$ cat src/rtl/parallel_fetch_unit_if.sv
// Bundle and RAM-read bus between the fetch unit (master) and the RAM and decode stage (slave).
interface parallel_fetch_unit_if #(
  parameter int NUM_PORTS = 4
);
  logic [16*NUM_PORTS-1:0] mem_addr;
  logic [16*NUM_PORTS-1:0] mem_rdata;
  logic [16*NUM_PORTS-1:0] bundle_data;
  logic [15:0]             bundle_base;
  logic [NUM_PORTS-1:0]    bundle_mask;
  logic                    bundle_valid;
  logic                    bundle_ready;

  modport master (
    output mem_addr,
    input  mem_rdata,
    output bundle_data,
    output bundle_base,
    output bundle_mask,
    output bundle_valid,
    input  bundle_ready
  );

  modport slave (
    input  mem_addr,
    output mem_rdata,
    input  bundle_data,
    input  bundle_base,
    input  bundle_mask,
    input  bundle_valid,
    output bundle_ready
  );
endinterface

$ cat src/rtl/parallel_fetch_unit.sv
// Parallel fetch unit: reads NUM_PORTS consecutive words per cycle, packs them
// into bundles for the decode stage, and stops at the first halt word.
module parallel_fetch_unit #(
  parameter int          NUM_PORTS  = 4,
  parameter logic [15:0] START_ADDR = 16'h0000,
  parameter logic [15:0] HALT_WORD  = 16'hFFFF
) (
  input  logic                   clk,
  input  logic                   clear,
  input  logic                   start,
  parallel_fetch_unit_if.master  bus,
  output logic                   busy,
  output logic                   halted,
  output logic [15:0]            halt_addr
);

  typedef enum logic [1:0] {
    ST_IDLE   = 2'd0,
    ST_FETCH  = 2'd1,
    ST_HALTED = 2'd2
  } state_t;

  state_t                  r_state;
  state_t                  w_state_next;
  logic [15:0]             r_pc;
  logic [16*NUM_PORTS-1:0] r_bundle_data;
  logic [15:0]             r_bundle_base;
  logic [NUM_PORTS-1:0]    r_bundle_mask;
  logic                    r_bundle_valid;
  logic [15:0]             r_halt_addr;

  logic                    w_slot_free;
  logic [NUM_PORTS-1:0]    w_hit;
  logic [NUM_PORTS-1:0]    w_mask;
  logic                    w_hit_any;
  logic [15:0]             w_first_hit;
  logic                    w_fetch_go;

  // Consecutive addresses from pc; 16-bit arithmetic gives the wrap for free.
  // Per-word halt compare and the "no halt at or below this word" mask.
  genvar gi;
  generate
    for (gi = 0; gi < NUM_PORTS; gi++) begin : g_port
      assign bus.mem_addr[16*gi +: 16] = r_pc + 16'(gi);
      assign w_hit[gi]  = (bus.mem_rdata[16*gi +: 16] == HALT_WORD);
      assign w_mask[gi] = ~|w_hit[gi:0];
    end
  endgenerate

  assign w_slot_free = !r_bundle_valid || bus.bundle_ready;
  assign w_hit_any   = |w_hit;
  assign w_fetch_go  = (r_state == ST_FETCH) && w_slot_free;

  // Index of the lowest word holding the halt word (NUM_PORTS when none).
  always_comb begin
    w_first_hit = 16'(NUM_PORTS);
    for (int k = NUM_PORTS - 1; k >= 0; k--) begin
      if (w_hit[k]) w_first_hit = 16'(k);
    end
  end

  // State register; clear wins over everything.
  always_ff @(posedge clk) begin
    if (clear) r_state <= ST_IDLE;
    else       r_state <= w_state_next;
  end

  // Next-state logic.
  always_comb begin
    w_state_next = r_state;
    case (r_state)
      ST_IDLE:   if (start) w_state_next = ST_FETCH;
      ST_FETCH:  if (w_slot_free && w_hit_any) w_state_next = ST_HALTED;
      ST_HALTED: w_state_next = ST_HALTED;
      default:   w_state_next = ST_IDLE;
    endcase
  end

  // Status outputs decoded from the registered state.
  always_comb begin
    busy   = (r_state == ST_FETCH);
    halted = (r_state == ST_HALTED);
  end

  // Datapath: pc, bundle register and halt address.
  always_ff @(posedge clk) begin
    if (clear) begin
      r_pc           <= 16'h0000;
      r_bundle_data  <= '0;
      r_bundle_base  <= 16'h0000;
      r_bundle_mask  <= '0;
      r_bundle_valid <= 1'b0;
      r_halt_addr    <= 16'h0000;
    end else begin
      if (r_state == ST_IDLE && start) begin
        r_pc <= START_ADDR;
      end
      if (w_fetch_go) begin
        // Word 0 clear of the halt word means at least one instruction to hand over.
        if (w_mask[0]) begin
          r_bundle_data  <= bus.mem_rdata;
          r_bundle_base  <= r_pc;
          r_bundle_mask  <= w_mask;
          r_bundle_valid <= 1'b1;
        end else begin
          r_bundle_valid <= 1'b0;
        end
        if (w_hit_any) r_halt_addr <= r_pc + w_first_hit;
        else           r_pc        <= r_pc + 16'(NUM_PORTS);
      end
      if (r_state == ST_HALTED && r_bundle_valid && bus.bundle_ready) begin
        r_bundle_valid <= 1'b0;
      end
    end
  end

  assign bus.bundle_data  = r_bundle_data;
  assign bus.bundle_base  = r_bundle_base;
  assign bus.bundle_mask  = r_bundle_mask;
  assign bus.bundle_valid = r_bundle_valid;
  assign halt_addr        = r_halt_addr;

endmodule

$ cat src/flat_wrapper.sv
// flat-port wrapper written by rule: the top's interface ports become plain ports
module parallel_fetch_unit_flat 
#(
  parameter int          NUM_PORTS  = 4,
  parameter logic [15:0] START_ADDR = 16'h0000,
  parameter logic [15:0] HALT_WORD  = 16'hFFFF
)
  (clk, clear, start, busy, halted, halt_addr, bus_mem_addr, bus_mem_rdata, bus_bundle_data, bus_bundle_base, bus_bundle_mask, bus_bundle_valid, bus_bundle_ready);
  parallel_fetch_unit_if #(.NUM_PORTS(NUM_PORTS)) bus_i ();
  input  logic clk;
  input  logic clear;
  input  logic start;
  output logic busy;
  output logic halted;
  output logic [15:0] halt_addr;
  output wire logic [$bits(bus_i.mem_addr)-1:0] bus_mem_addr;
  input wire logic [$bits(bus_i.mem_rdata)-1:0] bus_mem_rdata;
  output wire logic [$bits(bus_i.bundle_data)-1:0] bus_bundle_data;
  output wire logic [$bits(bus_i.bundle_base)-1:0] bus_bundle_base;
  output wire logic [$bits(bus_i.bundle_mask)-1:0] bus_bundle_mask;
  output wire logic [$bits(bus_i.bundle_valid)-1:0] bus_bundle_valid;
  input wire logic [$bits(bus_i.bundle_ready)-1:0] bus_bundle_ready;
  assign bus_mem_addr = bus_i.mem_addr;
  assign bus_i.mem_rdata = bus_mem_rdata;
  assign bus_bundle_data = bus_i.bundle_data;
  assign bus_bundle_base = bus_i.bundle_base;
  assign bus_bundle_mask = bus_i.bundle_mask;
  assign bus_bundle_valid = bus_i.bundle_valid;
  assign bus_i.bundle_ready = bus_bundle_ready;
  parallel_fetch_unit #(.NUM_PORTS(NUM_PORTS), .START_ADDR(START_ADDR), .HALT_WORD(HALT_WORD)) u_core (.clk(clk), .clear(clear), .start(start), .bus(bus_i), .busy(busy), .halted(halted), .halt_addr(halt_addr));
endmodule
$ cat config.mk
export PLATFORM = sky130hd
export DESIGN_NAME = parallel_fetch_unit_flat
export DESIGN_NICKNAME = d
export VERILOG_FILES = /design/src/rtl/parallel_fetch_unit_if.sv /design/src/rtl/parallel_fetch_unit.sv /design/src/flat_wrapper.sv
export SDC_FILE = /design/constraint.sdc
export NUM_CORES = 1
export LEC_CHECK = 0
export ABC_AREA = 0
export CORE_MARGIN = 3
export CORE_UTILIZATION = 43
export CTS_CLUSTER_DIAMETER = 200
export DETAILED_ROUTE_END_ITERATION = 10
export PLACE_DENSITY = 0.87
export SYNTH_ARGS = -nofsm -noshare
export SYNTH_HDL_FRONTEND = slang
export SYNTH_SLANG_ARGS = --single-unit
export TNS_END_PERCENT = 5
$ cat constraint.sdc
create_clock -name clk -period 4.6 [get_ports clk]
set_clock_uncertainty 0.1 [all_clocks]
set_input_delay 1.15 -clock clk [delete_from_list [all_inputs] [get_ports clk]]
set_output_delay 1.15 -clock clk [all_outputs]
set_load 0.1 [all_outputs]
==> results of run 1 <==
sequential cells by signal (all words and copies together), names as in the netlist:
signal                   flops
u_core.r_pc                 16
u_core.bus.bundle_valid      1
u_core.halt_addr            16
u_core.r_state               2
u_core.bus.bundle_mask       4
u_core.bus.bundle_base      16
u_core.bus.bundle_data      64
kinds of logic (layout without fill, tap and decap cells):
| kind of cell | Yosys count | after routing | synth area share [%] |
|---|---|---|---|
| xor gates and xnor gates | 54 | 54 | 8.29 |
| adders and majority gates | 13 | 13 | 2.98 |
| muxes | 2 | 2 | 0.351 |
| AOI/OAI and AO/OA | 167 | 167 | 17.0 |
| DFF | 119 | 119 | 41.7 |
| and+or+nand+nor | 308 | 308 | 23.7 |
| buffers and inverters | 73 | 286 | 5.94 |
metal layers:
| metal | share of wire [%] | vias up |
|---|---|---|
| met2 | 46 | 271 |
| met5 | 0 | - |
| met3 | 8.8 | 40 |
| met1 | 42 | 2723 |
| li1 | - | 2901 |
| met4 | 2.9 | 0 |
metrics by stage:
step | instances | setup WS (ps) | total power [mW] | util (%)
floorplan | 736 | -607 | 3.09 | -
global placement | 1094 | 244 | 3.66 | 62.8
detailed placement | 1094 | 194 | 3.68 | 62.8
CTS | 1121 | 529 | 4.98 | 67.2
global route | 1121 | 224 | 5.14 | 67.2
finish | 1121 | 535 | 4.95 | 67.2
worst min path at each step:
| stage | from | endpoint | slack, ps | cells past startpoint |
|---|---|---|---|---|
| after floorplan | u_core.r_state[1] | u_core.r_state[1] | 350 | 2 |
| after global placement | u_core.bus.bundle_data[2] | u_core.bus.bundle_data[2] | 340 | 2 |
| after detailed placement | u_core.bus.bundle_data[37] | u_core.bus.bundle_data[37] | 350 | 2 |
| after CTS | u_core.bus.bundle_data[37] | u_core.bus.bundle_data[37] | 350 | 2 |
| after global routing | u_core.bus.bundle_data[7] | u_core.bus.bundle_data[7] | 370 | 2 |
| final | u_core.bus.bundle_data[2] | u_core.bus.bundle_data[2] | 350 | 2 |
worst max-delay path, cell delays in order (launching register included):
cell and delay, ps:
dfxtp_1 650, ha_1 380, nand3_1 180, nor2_1 340, nand3_1 220, nor2_1 160, xor2_1 160, buf_4 310
cell usage in the layout (no fill, tap or decap), drive strengths merged, types with 4 or more instances in the layout:
cell	count
nand2	205
clkdlybuf4s50	189
dfxtp	119
a21oi	108
buf	59
xnor2	33
nor2	32
nand4	23
clkbuf	23
xor2	21
o21ai	15
a211oi	13
nand3	12
ha	12
inv	11
o211ai	9
a311oi	7
nor4	7
and2	6
nor2b	5
o2111ai	5
nand2b	4
nor3	4
a31oi	4
power groups by stage:
stage          Clock, mW  Sequential [mW]  Combinational, mW
4_1_cts             1.31             1.28               2.39
6_report            1.28             1.28               2.39
3_3_place_gp           0             1.29               2.37
3_5_place_dp           0             1.30               2.38
5_1_grt             1.35             1.30               2.49
2_1_floorplan          0             2.39              0.705
area by class of cell:
| type | count | share of cell area (%) |
|---|---|---|
| multi-input combinational | 544 | 35.1 |
| sequential | 119 | 27.8 |
| timing repair buffer | 248 | 27.5 |
| clock buffer | 23 | 5.80 |
| tap | 172 | 2.51 |
| clock inverter | 4 | 0.816 |
| inverter | 11 | 0.568 |
==> impl_results.md, run 1 <==
- Outcome: complete, no violations
- Pwr/cell area: approximately 580 nW/um^2
- Worst Path Required: approximately 3400 ps
- Syn avg cell area: between 7 and 8 um^2
- DR iter-0 viols: 529
- Logic pwr share: between 40% and 50%
- Commonest cells in the netlist: nand2_1 (205), dfxtp_1 (119), a21oi_1 (108)
- Setup violations, final: 0
- CP Launch Type: flop
- Fin crit share: roughly 88%
- Core Box Area: approximately 13,000 um^2
- Initial antenna violation count: 0
- # diodes: 0
- Max clock buf depth: 2
- Via count: roughly 6,000
- Yosys warns: 0
- Die Wd: around 120 um
- Sequential power share: between 20 and 30%
- Global-route wire length before repair: a little under 30 mm
- Synth Instances: between 700 and 800
- Placed inst area: approximately 8000 um^2
- Met1 Usage GRT: a little under a third
- Die height: 121 um
- Final hold violation count: 0
- Multi-input gate area in the final layout: 3010 um^2
- Initial Utilization: around 45%
- GRT busiest layer: met2
- Register area share after synthesis: 41.7%
- Clock share of power: roughly 26%
- Residual DRC count: 0
- Hold Slack: between 300 and 400 ps
- Psw: roughly 2.4 mW
- Detailed-route wire length per cell: 16.5 um
- Antenna viol nets, final: 0
- Register-to-register setup slack: roughly 2100 ps
- LEAKAGE: between 3 and 4 nW
- Worst setup path endpoint: bus_mem_addr[29]
- M2 GR Usage: 38.4%
- GRT Residual Overflow: 0
- RSZ-0062 raised after global routing: no
- CTS buffer count: 17
- Slew HR: between 20% and 30%
- Clk slew on worst S/H paths: 50 ps
- Share of flip-flops with an asynchronous set or reset: 0%
- Final wirelength: roughly 19 mm
- Sum of negative setup slack: 0 ps
- Fmax: 246 MHz
- Root Driver: clkbuf_16
- Cts repair resizes: 0
- Number of port buffers: approximately 230
- Number of flops mapped to enable cells by yosys: 0
- Vias per cell: around 5.3
- Die area: ~15,000 um^2
- TritonCTS clock tree: done
- Yosys top cell by area: dfxtp_1
- TritonRoute pass-1 iters: 5
- Register Area: about 2400 um^2
- Actual slew at the worst max-slew pin: between 1000 and 1500 ps
- Post-route cell area: approximately 8600 um^2
- Max-slew violations: 0
- Pint: about 2.6 mW
- Top_reg_cell synth: dfxtp_1
- CP Max Fanout: 12
- IO Count: approximately 240
- Fin crit period: around 4000 ps
- Layout area overhead: 50.4%
- Number of global-route vias before repair: between 5,000 and 6,000
- Hold-fix buffers, CTS: 0
- Layout net count: between 1,000 and 1,500
- Data arrival, critical path: approximately 2800 ps
- Row cnt: between 40 and 50
- TritonCTS Sinks: roughly 120
- Share of the synthesized area in the top cell type: approximately two fifths
- Max_cap viols: 0
- Netlist cell types: 47
- Share of cells above drive strength 1: 10.2%
- Most frequent cell after synthesis: nand2_1
- Seq cells post-synth: between 100 and 150
- Met3 usage: under 10%
- Crit path launch: u_core.r_pc[1]
- Switching Fraction: 48.0%
- RR Startpoint: u_core.r_pc[1]
- Largest net degree at the start of global routing: 70
- Global-route usage over all layers: about a quarter
- GP Congestion: roughly 0.86
- Maximum vdd drop: between 0.0004 and 0.0005 V
- Syn nets: around 820
- Kind of critical path: reg -> out
- Endpoint class of the critical path: output port
- H-tree Lvls: 4
- FF-to-FF End: u_core.halt_addr[8]
- Synth Cell Area: ~5700 um^2
- Leading post-synthesis cells by cell area: dfxtp_1 (42%), nand2_1 (13%), a21oi_1 (9.5%)
- Worst skew pair latency: 410 ps
- Worst reg2reg path depth: 7
- Worst Hold Class: reg -> reg
- Dpl hpwl: ~13 mm
- FILL cells: around 1,000
- Setup Buffers After CTS: 0
Note: power is estimated with default switching activity, not from simulation.
==> run 2: changes to the inputs <==
- CAP_MARGIN: not set -> 20
==> results of run 2 <==
Final layout, timing and power as in run 1 (identical DEF).
